## src/rtl/debounce_sync.sv

```systemverilog
// Two-flop synchroniser plus stability-qualified debouncer with registered edge pulses.
// Optional fall_pulse output is enabled by defining DEBOUNCE_FALL_PULSE_EN.
module debounce_sync #(
  parameter int STABLE_CYCLES = 4,
  parameter int CNT_W         = 3
) (
  input  logic clk,
  input  logic reset,
  input  logic din,
  output logic dout,
  output logic rise_pulse,
  output logic busy
`ifdef DEBOUNCE_FALL_PULSE_EN
  ,
  output logic fall_pulse
`endif
);

  localparam logic [0:0] S_IDLE  = 1'b0;
  localparam logic [0:0] S_COUNT = 1'b1;
  localparam logic [CNT_W-1:0] CNT_LAST = CNT_W'(STABLE_CYCLES - 1);

  logic             r_s1, r_s2;
  logic [0:0]       r_state;
  logic [CNT_W-1:0] r_cnt;
  logic             r_dout, r_rise;
  logic             w_diff, w_last;

  assign w_diff = (r_s2 != r_dout);
  assign w_last = (r_cnt == CNT_LAST);

`ifdef DEBOUNCE_FALL_PULSE_EN
  logic r_fall;
  assign fall_pulse = r_fall;
`endif

  // Pulses default low every edge; only the commit branch raises one.
  always_ff @(posedge clk or negedge reset) begin
    if (!reset) begin
      r_s1    <= 1'b0;
      r_s2    <= 1'b0;
      r_state <= S_IDLE;
      r_cnt   <= '0;
      r_dout  <= 1'b0;
      r_rise  <= 1'b0;
`ifdef DEBOUNCE_FALL_PULSE_EN
      r_fall  <= 1'b0;
`endif
    end else begin
      r_s1   <= din;
      r_s2   <= r_s1;
      r_rise <= 1'b0;
`ifdef DEBOUNCE_FALL_PULSE_EN
      r_fall <= 1'b0;
`endif
      case (r_state)
        S_IDLE: begin
          if (w_diff) begin
            r_state <= S_COUNT;
            r_cnt   <= CNT_W'(1);
          end else begin
            r_cnt   <= '0;
          end
        end
        default: begin
          if (!w_diff) begin
            r_state <= S_IDLE;
            r_cnt   <= '0;
          end else if (w_last) begin
            r_dout  <= r_s2;
            r_state <= S_IDLE;
            r_cnt   <= '0;
            r_rise  <= r_s2;
`ifdef DEBOUNCE_FALL_PULSE_EN
            r_fall  <= ~r_s2;
`endif
          end else begin
            r_cnt   <= r_cnt + 1'b1;
          end
        end
      endcase
    end
  end

  assign dout       = r_dout;
  assign rise_pulse = r_rise;
  assign busy       = (r_state == S_COUNT);

endmodule

```

## config.mk

```make
export PLATFORM = sky130hd
export DESIGN_NAME = debounce_sync
export DESIGN_NICKNAME = d
export VERILOG_FILES = /design/src/rtl/debounce_sync.sv
export SDC_FILE = /design/constraint.sdc
export NUM_CORES = 1
export LEC_CHECK = 0
export BUFFER_PORTS_ARGS = -buffer_cell sky130_fd_sc_hd__clkbuf_2
export CORE_AREA = 2 2 39 41
export DETAILED_ROUTE_END_ITERATION = 6
export DIE_AREA = 0 0 41 43
export GPL_ROUTABILITY_DRIVEN = 1
export PLACE_DENSITY_LB_ADDON = 0.3
export SLEW_MARGIN = 20
export SYNTH_ARGS = -nofsm -noshare
export SYNTH_HDL_FRONTEND = slang
export SYNTH_SLANG_ARGS = --single-unit
```

## constraint.sdc

```tcl
create_clock -name clk -period 2.8 [get_ports clk]
set_input_delay 0.56 -clock clk [delete_from_list [all_inputs] [get_ports clk]]
set_output_delay 0.56 -clock clk [all_outputs]
set_load 0.005 [all_outputs]
```

**Word-level counts from Yosys, hierarchy flattened**

Cells that the tools add are included.

- Multiplexer cells: 11
- Reductions and logical operators: 1
- Eq/ne operators: 2
- $add $sub $neg: 1

Operators by type and width:

| operator | count |
|---|---|
| 3-bit 2-to-1 mux | 3 |
| 1-bit 2-to-1 mux | 8 |
| 3-bit by 1-bit adder with 3-bit output (second input constant) | 1 |
| 3-bit by 2-bit equality test with 1-bit output (second input constant) | 1 |
| 3-bit AND reduction | 1 |
| 1-bit != test | 1 |

- Bits in registers: 8
- Output and inout port bits: 3
- Logic and storage cells: 21
- Input port bits: 3

**Longest topological paths before layout**

- Word-level depth: 4
- Depth in mapped cells: 4
- Gate-level depth less buffers: 4

**Worst setup path before layout**

No wires, ideal clock.

- Kind: reg-to-reg
- Start: register r_cnt[0]
- End: register r_dout (netlist: dout)
- Clock period less this slack: 1.200 ns
- Setup slack: 1.600 ns
- Setup time: 0.127 ns
- Path buffers: 0
- Stages on the path, launching flop included: 5
- Data required time: 2.673 ns
- Arrival time: 1.072 ns
- Path through: dfrtp_1 -> ha_1 -> nor2b_4 -> nand2_1 -> mux2_1

- Cells in the longest elaborated chain, start to end: 2

Ends and longest elaborated chain:

| item | RTL line | RTL |
|---|---|---|
| start: declaration | 25 | `logic [CNT_W-1:0] r_cnt;` |
| start signal: assignment | 78 | `r_cnt <= r_cnt + 1'b1;` |
| 3-bit by 2-bit equality test with 1-bit output | 30 | `assign w_last = (r_cnt == CNT_LAST);` |
| 3-bit AND reduction (no line) | - |  |
| end signal: assignment | 70 | `r_dout <= r_s2;` |
| end: declaration | 26 | `logic r_dout, r_rise;` |

Every way passes these cells.
A chain may end at the register's enable or synchronous reset.

**Worst setup path in the final report**

- Start: register r_dout (netlist: dout)
- End: output port dout

RTL lines:

| item | RTL line | RTL |
|---|---|---|
| end: declaration | 10 | `output logic dout,` |

No word-level cell between the ends.

==> flow_metrics.py <==
metrics = {
    "power": {
        "clkPwrFrac": 0.251,
        "p_int_uw": 242,
        "p_comb_frac": 0.243,
        "powerDensity_mw_per_mm2": 912,
        "switching_share": 0.270,
        "power_frac_seq": 0.506,
        "irDropWorstVdd_v": 0.000482,
        "p_switching_uw": 89.6,
        "power_leakage_nw": 0.173,
        "fin_total_pwr_uw": 332,
    },
    "worst_setup_path": {
        "rr_endpoint": "dout",
        "start_kind": "register",
        "r2r-start": "r_cnt[0]",
        "cpLargestDelayFamily": "flip-flops",
        "reg2reg_slack_ps": 1520,
        "path_max_fanout": 4,
        "critical_path_class": "register to output port",
        "cp.required_ps": 2240,
        "r2r_cells": 4,
        "cp_slowest_stage_delay_ps": 410,
        "crit_arrival_ps": 780,
        "path_cells": "clkbuf_2",
        "end_kind": "output port",
        "path_buf_inv": 1,
        "crit_slowest_cell": "dfrtp_1",
    },
    "cells_and_area": {
        "layout.nets": 34,
        "drive_gt1_frac": 0.393,
        "areaGrowthSynthToFinish_pct": 22.8,
        "fill_cells": 150,
        "diodes": 0,
        "layout_common_cells": "dfrtp_1 (8), clkbuf_2 (5), nor3b_1 (3), clkbuf_4 (3)",
        "mostFrequentLayoutCell": "dfrtp_1",
    },
    "synth": {
        "synth_area_leader_cell": "dfrtp_1",
        "synth_top_area_frac": 0.675,
        "synth-seq-area-share": 0.675,
        "synth_area_um2": 297,
        "synth_area_leaders": "dfrtp_1 (68%), nor3b_1 (7.6%), and2_2 (5.1%)",
        "yosysWarnings": 0,
        "ys_ff_latch": 8,
        "syn_area_per_cell_um2": 14.8,
        "synth_fp_nets": 24,
        "synth_cell_type_count": 9,
        "syn-instance-count": 20,
    },
    "place": {
        "dpl_worst_slack_ps": 1520,
        "gp_congestion": 0.685,
        "place.port_buffers": 5,
        "dp_hpwl_um": 315,
    },
    "sta": {
        "skew_ps": 5.25,
        "worst_slew_pin_slew_ps": 209,
        "hold_violations": 0,
        "slew_headroom": 0.860,
        "setup_tns_ps": 0,
        "setup_slack_ps": 1460,
        "layout_worst_path_cycle_share": 0.478,
        "final_max_slew_viol_count": 0,
        "min_period_ps": 1340,
        "hold-worst-slack_ps": 141,
        "rsz0062_at_grt": "false",
        "timing.fmax_ghz": 0.747,
        "finalSetupViolCount": 0,
    },
    "global_routing": {
        "grt_antenna_before_repair": 0,
        "track_usage": 0.0722,
        "grt_pass1_wl_um": 807,
        "met2_usage": 0.0844,
        "use_met3": 0.0628,
        "busiest_layer": "met1",
        "met1_usage": 0.0970,
        "grt_pass1_vias": 183,
        "grt_max_degree": 9,
        "grt-ovfl-total": 0,
    },
    "clock_tree": {
        "h-tree-depth": 1,
        "numCtsBuffers": 3,
        "clockRootBuffer": "clkbuf_4",
        "clk_pin_slew_ps": 50,
        "cts_hold_buffers": 0,
        "tritoncts": "yes",
        "ctsResizeCount": 0,
        "clk_latency_ps": 250,
        "cts_setup_buffers": 0,
        "clockBufferDepth": 2,
        "cts.sink_count": 8,
    },
    "drt": {
        "first_pass_iters": 2,
        "vias_per_cell": 4.02,
        "drt-initial-drc-count": 3,
        "wl_per_cell_um": 9.39,
        "drtAntennaViolNets": 0,
        "post-route-drc-count": 0,
        "via_count": 177,
        "wl_um": 413,
    },
    "floorplan": {
        "dieArea_mm2": 0.00176,
        "die_h_um": 43,
        "ioPinCount": 6,
        "fp-row-count": 14,
        "core_area_mm2": 0.00138,
        "initial_core_util": 0.214,
        "die_w_um": 41,
    },
    "status": {
        "status": "complete, no violations",
    },
    "worst_hold_path": {
        "hold_class": "primary input to async pin",
    },
    "flow_run": {
        "cap_violations": 0,
    },
}
[layout make-up]
class | instances | area, um2 | share of cell area
Sequential cell | 8 | 200 | 0.550
Multi-Input combinational cell | 12 | 96.3 | 0.265
Clock buffer | 3 | 22.5 | 0.0619
Tap cell | 16 | 20.0 | 0.0550
Timing Repair Buffer | 5 | 25.0 | 0.0687
[cell usage after synthesis]
library cell / instances
nand2_1: 2
nor2b_4: 1
ha_1: 1
xor2_1: 1
dfrtp_1: 8
o21ai_0: 1
and2_2: 2
mux2_1: 1
nor3b_1: 3
[routing by layer]
layer | routed length (um) | up-vias
li1 | - | 84
met1 | 199 | 84
met2 | 166 | 9
met3 | 47 | 0
met4 | 0 | 0
met5 | 0 | -
[cell families after synthesis]
family                   count (synthesis)  synth area share
AO/OA/AOI/OAI                            1            0.0169
XOR/XNOR                                 1            0.0295
adder cells (fa/ha/maj)                  1            0.0422
flip-flops                               8             0.675
multiplexers                             1            0.0380
AND/OR/NAND/NOR                          8             0.198
[worst max path at each step]
stage                   from    to  slack, ps  cells after the start
global placement    r_cnt[0]  dout       1560                      4
floorplan           r_cnt[0]  dout       1600                      4
global route            dout  dout       1410                      1
CTS                     dout  dout       1440                      1
detailed placement  r_cnt[0]  dout       1520                      4
finish                  dout  dout       1460                      1
[power by group through the flow]
stage / registers [mW] / logic [mW] / clock network [mW]
global placement: 0.170 / 0.0808 / 0
CTS: 0.169 / 0.0832 / 0.0893
global route: 0.175 / 0.0963 / 0.0957
floorplan: 0.168 / 0.0541 / 0
detailed placement: 0.171 / 0.0826 / 0
finish: 0.168 / 0.0805 / 0.0834
[metrics by stage]
| stage | std cells | instance area [um2] | util |
|---|---|---|---|
| 2_1_floorplan | 20 | 297 | - |
| 3_3_place_gp | 41 | 342 | 0.247 |
| 3_5_place_dp | 41 | 342 | 0.247 |
| 4_1_cts | 44 | 364 | 0.263 |
| 5_1_grt | 44 | 364 | 0.263 |
| 6_report | 44 | 364 | 0.263 |
[registers in the layout (all words and copies together) (netlist names)]
register and count:
r_s1 1, r_s2 1, r_cnt 3, rise_pulse 1, dout 1, busy 1
Power figures use the tool's default switching activity.
